===== src/rtl/sonic_pkg.sv =====
// Shared definitions for the ultrasonic echo emulator and its driver side:
// FSM state encoding and default timing constants at a 5 MHz clock.
package sonic_pkg;

  typedef enum logic [2:0] {
    IDLE    = 3'd0,
    TRIG_HI = 3'd1,
    BURST   = 3'd2,
    ECHO    = 3'd3,
    HOLD    = 3'd4
  } state_t;

  localparam int DEF_WIDTH      = 30;
  localparam int DEF_TRIG_MIN   = 50;      // 10 us
  localparam int DEF_ECHO_DELAY = 1000;    // 200 us burst time
  localparam int DEF_ECHO_MAX   = 190000;  // 38 ms, "no object"
  localparam int DEF_HOLDOFF    = 250;     // 50 us re-arm guard

endpackage


===== src/rtl/sonic_echo_emulator_if.sv =====
// Signal bundle between a ranging driver (master) and the echo emulator (slave).
interface sonic_echo_emulator_if #(
  parameter int WIDTH = 30
);
  import sonic_pkg::*;

  // Pulse protocol, no valid/ready: master raises trig for >= TRIG_MIN cycles
  // with echo_width stable at the trig fall; slave answers with one echo pulse
  // of the latched length. trig is ignored while busy; echo_width may change
  // freely once the shot is latched.
  logic             trig;
  logic [WIDTH-1:0] echo_width;
  logic             echo;
  logic             busy;
  logic             trig_err;
  logic             shot_done;
  state_t           state;

  modport master (
    output trig, echo_width,
    input  echo, busy, trig_err, shot_done, state
  );

  modport slave (
    input  trig, echo_width,
    output echo, busy, trig_err, shot_done, state
  );

endinterface


===== src/rtl/sonic_sync.sv =====
// Two-flop synchroniser for a single asynchronous level; reset clears both flops.
module sonic_sync (
  input  logic clk,
  input  logic rst_n,
  input  logic d,
  output logic q
);

  logic meta;

  always_ff @(posedge clk or negedge rst_n) begin
    if (!rst_n) begin
      meta <= 1'b0;
      q    <= 1'b0;
    end else begin
      meta <= d;
      q    <= meta;
    end
  end

endmodule


===== src/rtl/sonic_echo_emulator.sv =====
// Emulates an ultrasonic ranging sensor: validates the trig pulse, waits the
// burst time, then returns an echo pulse whose length encodes the distance.
module sonic_echo_emulator
  import sonic_pkg::*;
#(
  parameter int WIDTH      = DEF_WIDTH,
  parameter int TRIG_MIN   = DEF_TRIG_MIN,
  parameter int ECHO_DELAY = DEF_ECHO_DELAY,
  parameter int ECHO_MAX   = DEF_ECHO_MAX,
  parameter int HOLDOFF    = DEF_HOLDOFF
) (
  input  logic                  clk,
  input  logic                  rst_n,
  sonic_echo_emulator_if.slave  bus
);

  localparam logic [WIDTH-1:0] ONE        = WIDTH'(1);
  localparam logic [WIDTH-1:0] ONES       = '1;
  localparam logic [WIDTH-1:0] TRIG_MIN_C = WIDTH'(TRIG_MIN);
  localparam logic [WIDTH-1:0] DELAY_C    = WIDTH'(ECHO_DELAY);
  localparam logic [WIDTH-1:0] MAX_C      = WIDTH'(ECHO_MAX);
  localparam logic [WIDTH-1:0] HOLD_C     = WIDTH'(HOLDOFF);

  logic             trig_s;
  state_t           state;
  logic [WIDTH-1:0] cnt;
  logic [WIDTH-1:0] len_q;
  logic             echo_q;
  logic             busy_q;
  logic             trig_err_q;
  logic             shot_done_q;

  sonic_sync u_sync (
    .clk   (clk),
    .rst_n (rst_n),
    .d     (bus.trig),
    .q     (trig_s)
  );

  // One counter serves every timed phase; it always restarts at 1 on entry so
  // that a phase of length N ends on the cycle the count equals N.
  always_ff @(posedge clk or negedge rst_n) begin
    if (!rst_n) begin
      state       <= IDLE;
      cnt         <= '0;
      len_q       <= '0;
      echo_q      <= 1'b0;
      busy_q      <= 1'b0;
      trig_err_q  <= 1'b0;
      shot_done_q <= 1'b0;
    end else begin
      trig_err_q  <= 1'b0;
      shot_done_q <= 1'b0;
      case (state)
        IDLE: begin
          if (trig_s) begin
            state  <= TRIG_HI;
            cnt    <= ONE;
            busy_q <= 1'b1;
          end
        end
        TRIG_HI: begin
          if (trig_s) begin
            if (cnt != ONES) cnt <= cnt + ONE;
          end else if (cnt >= TRIG_MIN_C) begin
            state <= BURST;
            cnt   <= ONE;
            // Zero means no object; anything beyond the sensor range clamps.
            if (bus.echo_width == '0 || bus.echo_width > MAX_C) len_q <= MAX_C;
            else                                                len_q <= bus.echo_width;
          end else begin
            state      <= IDLE;
            cnt        <= '0;
            busy_q     <= 1'b0;
            trig_err_q <= 1'b1;
          end
        end
        BURST: begin
          if (cnt >= DELAY_C) begin
            state  <= ECHO;
            cnt    <= ONE;
            echo_q <= 1'b1;
          end else begin
            cnt <= cnt + ONE;
          end
        end
        ECHO: begin
          if (cnt >= len_q) begin
            state       <= HOLD;
            cnt         <= ONE;
            echo_q      <= 1'b0;
            shot_done_q <= 1'b1;
          end else begin
            cnt <= cnt + ONE;
          end
        end
        HOLD: begin
          if (cnt >= HOLD_C) begin
            state  <= IDLE;
            cnt    <= '0;
            busy_q <= 1'b0;
          end else begin
            cnt <= cnt + ONE;
          end
        end
        default: begin
          state  <= IDLE;
          cnt    <= '0;
          echo_q <= 1'b0;
          busy_q <= 1'b0;
        end
      endcase
    end
  end

  assign bus.echo      = echo_q;
  assign bus.busy      = busy_q;
  assign bus.trig_err  = trig_err_q;
  assign bus.shot_done = shot_done_q;
  assign bus.state     = state;

endmodule


===== src/flat_wrapper.sv =====
// flat-port wrapper written by rule: the top's interface ports become plain ports
module sonic_echo_emulator_flat import sonic_pkg::*;
#(
  parameter int WIDTH      = DEF_WIDTH,
  parameter int TRIG_MIN   = DEF_TRIG_MIN,
  parameter int ECHO_DELAY = DEF_ECHO_DELAY,
  parameter int ECHO_MAX   = DEF_ECHO_MAX,
  parameter int HOLDOFF    = DEF_HOLDOFF
)
  (clk, rst_n, bus_trig, bus_echo_width, bus_echo, bus_busy, bus_trig_err, bus_shot_done, bus_state);
  sonic_echo_emulator_if #(.WIDTH(WIDTH)) bus_i ();
  input  logic clk;
  input  logic rst_n;
  input wire logic [$bits(bus_i.trig)-1:0] bus_trig;
  input wire logic [$bits(bus_i.echo_width)-1:0] bus_echo_width;
  output wire logic [$bits(bus_i.echo)-1:0] bus_echo;
  output wire logic [$bits(bus_i.busy)-1:0] bus_busy;
  output wire logic [$bits(bus_i.trig_err)-1:0] bus_trig_err;
  output wire logic [$bits(bus_i.shot_done)-1:0] bus_shot_done;
  output wire logic [$bits(bus_i.state)-1:0] bus_state;
  assign bus_i.trig = bus_trig;
  assign bus_i.echo_width = bus_echo_width;
  assign bus_echo = bus_i.echo;
  assign bus_busy = bus_i.busy;
  assign bus_trig_err = bus_i.trig_err;
  assign bus_shot_done = bus_i.shot_done;
  assign bus_state = bus_i.state;
  sonic_echo_emulator #(.WIDTH(WIDTH), .TRIG_MIN(TRIG_MIN), .ECHO_DELAY(ECHO_DELAY), .ECHO_MAX(ECHO_MAX), .HOLDOFF(HOLDOFF)) u_core (.clk(clk), .rst_n(rst_n), .bus(bus_i));
endmodule

===== config.mk =====
export PLATFORM = sky130hd
export DESIGN_NAME = sonic_echo_emulator_flat
export DESIGN_NICKNAME = d
export VERILOG_FILES = /design/src/rtl/sonic_pkg.sv /design/src/rtl/sonic_echo_emulator_if.sv /design/src/rtl/sonic_sync.sv /design/src/rtl/sonic_echo_emulator.sv /design/src/flat_wrapper.sv
export SDC_FILE = /design/constraint.sdc
export NUM_CORES = 1
export LEC_CHECK = 0
export BUFFER_PORTS_ARGS = -buffer_cell sky130_fd_sc_hd__buf_2
export CAP_MARGIN = 5
export CELL_PAD_IN_SITES_DETAIL_PLACEMENT = 1
export CELL_PAD_IN_SITES_GLOBAL_PLACEMENT = 2
export CORE_MARGIN = 10
export CORE_UTILIZATION = 35
export CTS_CLUSTER_DIAMETER = 150
export DETAILED_ROUTE_END_ITERATION = 16
export GPL_TIMING_DRIVEN = 0
export MAX_ROUTING_LAYER = met4
export PLACE_DENSITY_LB_ADDON = 0.1
export SYNTH_ARGS = -nofsm -noshare
export SYNTH_HDL_FRONTEND = slang
export SYNTH_HIERARCHICAL = 1
export SYNTH_SLANG_ARGS = --single-unit

===== constraint.sdc =====
create_clock -name clk -period 2.8 [get_ports clk]
set_input_delay 0.28 -clock clk [delete_from_list [all_inputs] [get_ports clk]]
set_output_delay 0.28 -clock clk [all_outputs]
set_load 0.005 [all_outputs]

==> After elaboration in Yosys (flattened, before gate mapping) <==
Index checks and enable logic that the tools add are counted.
{ "word_totals": {"wordCells": 69, "ff_bits": 69, "inputBits": 33, "output_inout_bits": 7} }
{ "op_classes": {"n_addsub": 1, "n_reduce_logical": 10, "bitwise_logic": 3, "n_mux": 29, "n_lt_le_gt_ge": 5, "eq_ne": 12} }
{ "op_table": {"columns": ["cell", "count"], "rows": [
  ["30-bit two-way mux", 7],
  ["30-bit one-hot mux with 5 select lines", 1],
  ["30-bit by 1-bit adder with 30-bit output (second input constant)", 1],
  ["30-bit by 10-bit greater-or-equal comparator with 1-bit output (second input constant)", 1],
  ["30-bit greater-or-equal comparator", 1],
  ["30-bit by 6-bit greater-or-equal comparator with 1-bit output (second input constant)", 1],
  ["30-bit by 8-bit greater-or-equal comparator with 1-bit output (second input constant)", 1],
  ["30-bit by 18-bit greater-than comparator with 1-bit output (second input constant)", 1],
  ["30-bit logical NOT", 1],
  ["30-bit inequality test (second input constant)", 1],
  ["3-bit two-way mux", 5],
  ["3-bit one-hot mux with 5 select lines", 1],
  ["1-bit two-way mux", 12],
  ["5-bit AND reduction", 2],
  ["3-bit by 2-bit == test with 1-bit output (second input constant)", 2],
  ["2-bit by 1-bit inequality test with 1-bit output (second input constant)", 3],
  ["2-bit inequality test (second input constant)", 3],
  ["3-bit AND reduction", 2],
  ["1-bit one-hot mux with 4 select lines", 1],
  ["3-bit by 1-bit == test with 1-bit output (second input constant)", 1],
  ["3-bit == test (second input constant)", 1],
  ["3-bit logical NOT", 1],
  ["3-bit by 2-bit inequality test with 1-bit output (second input constant)", 1],
  ["1-bit NOT", 3],
  ["other kinds (6)", 6]
]} }

==> Logic depth before layout (Yosys ltp) <==
{ "depth": {"ltp_word": 4, "mapped_depth": 9, "depth_no_buf": 8} }

==> By module <==
The synthesis kept the hierarchy.
{ "by_module_without_submodules": {"columns": ["module", "cells_each", "instances", "area_each_um2", "seq_area_each_um2"], "rows": [
  ["sonic_echo_emulator", 443, 1, 4108.9, 1676.6],
  ["sonic_sync", 2, 1, 50.0, 50.0]
]} }

==> Worst setup path after synthesis <==
No wires, ideal clock.
{ "synth_path": {"path_kind": "register -> register", "from": "reg u_core.cnt[27]", "to": "reg u_core.cnt[12]", "t_arrival_ns": 2.019, "synth_period_minus_slack_ns": 2.138, "setup_time_ns": 0.119, "required_time_ns": 2.681, "n_path_buf": 1, "path_stages_with_launch": 9, "setup_slack_ns": 0.662, "path_cell_list": "dfrtp_1 ha_1 nand4_1 nor4_1 a21oi_1 and4b_1 a21oi_4 buf_6 nor2_1"} }
{ "synth_via": {"elab_chain_len": 3, "word_cells_on_any_way": 10, "cone_classes": "3 x order compare; 2 x eq/ne; 4 x mux; 1 x reduce/logical"} }
{ "synth_rtl": {"columns": ["element", "line", "rtl"], "rows": [
  ["from (decl)", "sonic_echo_emulator.sv:26", "logic [WIDTH-1:0] cnt;"],
  ["from (signal assigned)", "sonic_echo_emulator.sv:64", "if (cnt != ONES) cnt <= cnt + ONE;"],
  ["from (signal assigned)", "sonic_echo_emulator.sv:84", "cnt <= cnt + ONE;"],
  ["from (signal assigned)", "sonic_echo_emulator.sv:94", "cnt <= cnt + ONE;"],
  ["30-bit by 8-bit greater-or-equal comparator with 1-bit output, or another cell as far along", "sonic_echo_emulator.sv:98", "if (cnt >= HOLD_C) begin"],
  ["30-bit two-way mux, or another cell as far along", "sonic_echo_emulator.sv:98", null],
  ["30-bit one-hot mux with 5 select lines / 2-bit AND reduction (equally long branches)", null, null]
]} }
Several ways; a longest one is shown, not always the timed one.
A chain may end at the register's enable or synchronous reset.

==> Final worst setup path <==
{ "layout_path": {"from": "reg u_core.cnt[14]", "to": "reg u_core.state[1] (netlist: u_core/bus.state[1])"} }
{ "layout_via": {"elab_chain_len": 4, "word_cells_on_any_way": 11, "cone_classes": "4 x order compare; 3 x eq/ne; 3 x mux; 1 x reduce/logical"} }
{ "layout_rtl": {"columns": ["element", "line", "rtl"], "rows": [
  ["30-bit by 6-bit greater-or-equal comparator with 1-bit output", "sonic_echo_emulator.sv:65", "end else if (cnt >= TRIG_MIN_C) begin"],
  ["2-bit two-way mux", "sonic_echo_emulator.sv:65", null],
  ["3-bit two-way mux", "sonic_echo_emulator.sv:63", "if (trig_s) begin"],
  ["3-bit one-hot mux with 5 select lines", "sonic_echo_emulator.sv:54", "case (state)"],
  ["to (signal assigned)", "sonic_echo_emulator.sv:57", "state <= TRIG_HI;"],
  ["to (signal assigned)", "sonic_echo_emulator.sv:66", "state <= BURST;"],
  ["to (signal assigned)", "sonic_echo_emulator.sv:72", "state <= IDLE;"],
  ["to (decl)", "sonic_echo_emulator.sv:25", "state_t state;"]
]} }
Several ways; a longest one is shown, not always the timed one. The select of a mux whose other input is x is not followed.

==> impl_metrics.csv <==
group,metric,value,unit
synthesis,ys_dominant_reg_cell,"dfrtp_1",
finish,nets,564,
die,die_w,129,um
setup_path,worstPathArrival,2.72,ns
timing,tns,0,ns
clocking,clockBufferDepth,2,
timing,fmax,396,MHz
setup_path,rr_endpoint,"u_core/bus.state[1]",
synthesis,syn_inst,445,
power,p_sw,0.000654,W
power,p_comb_share,11.5,%
synthesis,ys_top_cells_by_area,"dfrtp_1 (42%), ha_1 (9.6%), nor2_1 (5.6%)",
power,clockPowerShare,49.3,%
synthesis,syn_area_per_cell,9.35,um^2
synthesis,netlist_area,4160,um^2
power,p_per_area,545,nW/um^2
power,ir_drop,0.323,mV
power,seqPwrFrac,39.2,%
finish,layout_common_cells,"dfrtp_1 (69), nor2_1 (62), buf_2 (47), inv_1 (38), ha_1 (32)",
clocking,clkLatencyLatePin,0.34,ns
setup_path,cp-end-kind,"flip-flop",
synthesis,ys_async_sr_fraction,100,%
drt,final_antenna_net_count,0,
drt,vias,3522,
hold_path,hold_depth,1,
timing,slew_headroom,61.2,%
global_route,grt_pass1_vias,3769,
finish,area_growth,18.9,%
global_route,grt_pass1_wl,19500,um
clocking,numCtsBuffers,9,
clocking,cts_htree_levels,3,
hold_path,hold_path.class,"primary input to flip-flop",
timing,tightestPinTransition,0.576,ns
die,fp-row-count,39,
die,io_pins,40,
global_route,antenna_found_initial,0,
power,leakagePower,2.36,nW
setup_path,worst-path-max-fanout,10,
synthesis,yosys_warnings,6,
clocking,cts.sinks,69,
timing,fin_ws,0.274,ns
run,drv_cap,0,
setup_path,crit_required,2.99,ns
synthesis,ys_seq_area_share,41.5,%
clocking,clk_pin_slew,0.06,ns
timing,finalCritPeriodShare,90.2,%
setup_path,critical_path_class,"flip-flop to flip-flop",
setup_path,reg2reg_depth,6,
die,floorplan.initialDensity,36.1,%
placed_design,place_congestion,0.828,
run_status,status,"complete, no violations",
global_route,grt_usage,15.3,%
synthesis,ys_ff_latch,69,
power,p_total,0.00269,W
timing,rsz0062_at_grt,"false",
synthesis,yosys.area.top_type_share,41.5,%
clocking,cts_tree,"built",
placed_design,dp_slack,0.0123,ns
timing,skew,0.00630,ns
finish,final_layout_size_suffix_gt1_share,16.5,%
placed_design,dp_hpwl,9110,um
drt,drt_pass1_iterations,4,
timing,report.final.hold_viol_count,0,
drt,vias_per_cell,5.44,
power,swShare,24.3,%
synthesis,synth_fp_nets,510,
hold_path,min-delay-start,"bus_trig",
drt,drc_errors,0,
die,die_area,16600,um^2
synthesis,synth_top_cell_by_area,"dfrtp_1",
setup_path,r2r_setup_slack,0.27,ns
drt,first_iter_violations,152,
timing,setup_viol,0,
drt,wl_per_cell,18.1,um
finish,fin_util,42.9,%
drt,wl,11700,um
setup_path,timing.rr.start,"u_core/cnt[14]",
timing,post-route-min-period,2.53,ns
clocking,root_buffer,"clkbuf_16",
synthesis,synth-edff-count,0,
setup_path,crit_path_start_kind,"flip-flop",
die,core,11500,um^2
hold_path,min_to,"u_core/u_sync/meta",
die,die_h,129,um
synthesis,yosysUniqueCellTypes,57,
global_route,grt_max_degree,39,
timing,slew_viol_final,0,
finish,final_common_cell,"dfrtp_1",
global_route,grt_overflow,0,
timing,whs,0.0463,ns
placed_design,numPortBuffers,39,
power,p_int,0.00204,W
finish,antenna_cells,0,
routing by layer:
metal | wire length, um | global-route usage, % | part of all wire, % | vias to the layer above
li1 | - | - | - | 1710
met1 | 5580 | 18.5 | 48 | 1739
met2 | 5600 | 24.8 | 48 | 56
met3 | 280 | 2.57 | 2.4 | 17
met4 | 256 | 6.42 | 2.2 | 0
met5 | 0 | - | 0 | -
worst max-delay path by stage:
stage	startpoint	endpoint	slack (ns)	cells past startpoint
6_report	u_core/cnt[14]	u_core/bus.state[1]	0.27	6
5_1_grt	u_core/cnt[14]	u_core/bus.state[1]	0.08	6
4_1_cts	u_core/cnt[25]	u_core/cnt[8]	0.006	8
3_5_place_dp	u_core/cnt[25]	u_core/cnt[12]	0.01	8
3_3_place_gp	u_core/cnt[25]	u_core/cnt[16]	0.07	8
2_1_floorplan	u_core/cnt[27]	u_core/cnt[12]	0.66	8
kinds of logic after synthesis:
logic type	after synthesis	share of synthesized area, %
simple gates	187	24.1
compound gates	78	13.5
xor+xnor	25	5.26
flops	69	41.5
buf+inv	52	5.42
mux	2	0.511
fa+ha+maj	32	9.63
area by class of cell:
class / instances / area, um^2
fill: 1345 / 6570
multi-input combinational: 324 / 2220
sequential: 69 / 1730
timing repair buffer: 43 / 255
clock buffer: 12 / 246
tap: 143 / 179
inverter: 38 / 143
clock inverter: 4 / 95.1
buffer: 14 / 82.6
critical path, cell delays in order (launching register included):
cell and delay (ns):
dfrtp_1 0.47, nor4_1 0.46, nand4_1 0.34, o21ai_2 0.36, buf_2 0.27, buf_2 0.29, o21ai_0 0.17
stage by stage:
step                std cells  area (um^2)
CTS                       645         4910
detailed placement        628         4560
floorplan                 445         4160
finish                    647         4940
global route              647         4940
global placement          627         4530
cell usage after synthesis, types with 3 or more instances:
cell and number:
dfrtp_1 69, o21ai_0 13, nand2_1 30, ha_1 32, nand3_1 19, nor3_1 4, a22o_1 10, nor2_1 62
a2bb2oi_1 4, o21bai_1 3, inv_1 38, or3_1 3, a21oi_1 23, and4_1 5, xor2_1 24, buf_2 9
and3_1 7, a211oi_1 3, nor2b_1 3, nand4_1 23, nor4_1 16
power groups by stage:
| stage | Sequential (W) | Clock, W | Combinational (W) |
|---|---|---|---|
| after detailed placement | 0.00107 | 0 | 0.000295 |
| after floorplan | 0.00106 | 0 | 0.000166 |
| after CTS | 0.00105 | 0.00136 | 0.000299 |
| after global routing | 0.00106 | 0.00140 | 0.000347 |
| final | 0.00106 | 0.00133 | 0.000309 |
| after global placement | 0.00107 | 0 | 0.000283 |
sequential cells by signal (all words and copies together), names as in the netlist:
register,cells
u_core/bus.state,3
u_core/u_sync/meta,1
u_core/cnt,30
u_core/bus.shot_done,1
u_core/u_sync/q,1
u_core/bus.trig_err,1
u_core/len_q,30
u_core/bus.busy,1
u_core/bus.echo,1
timing repair:
action | CTS | global route
buffers inserted | 0 | 2
hold buffers | 1 | 0
setup endpoints to repair | 0 | 31
gates resized for setup | 0 | 2
hold endpoints to repair | 31 | 0
(Power assumes the default switching activity.)
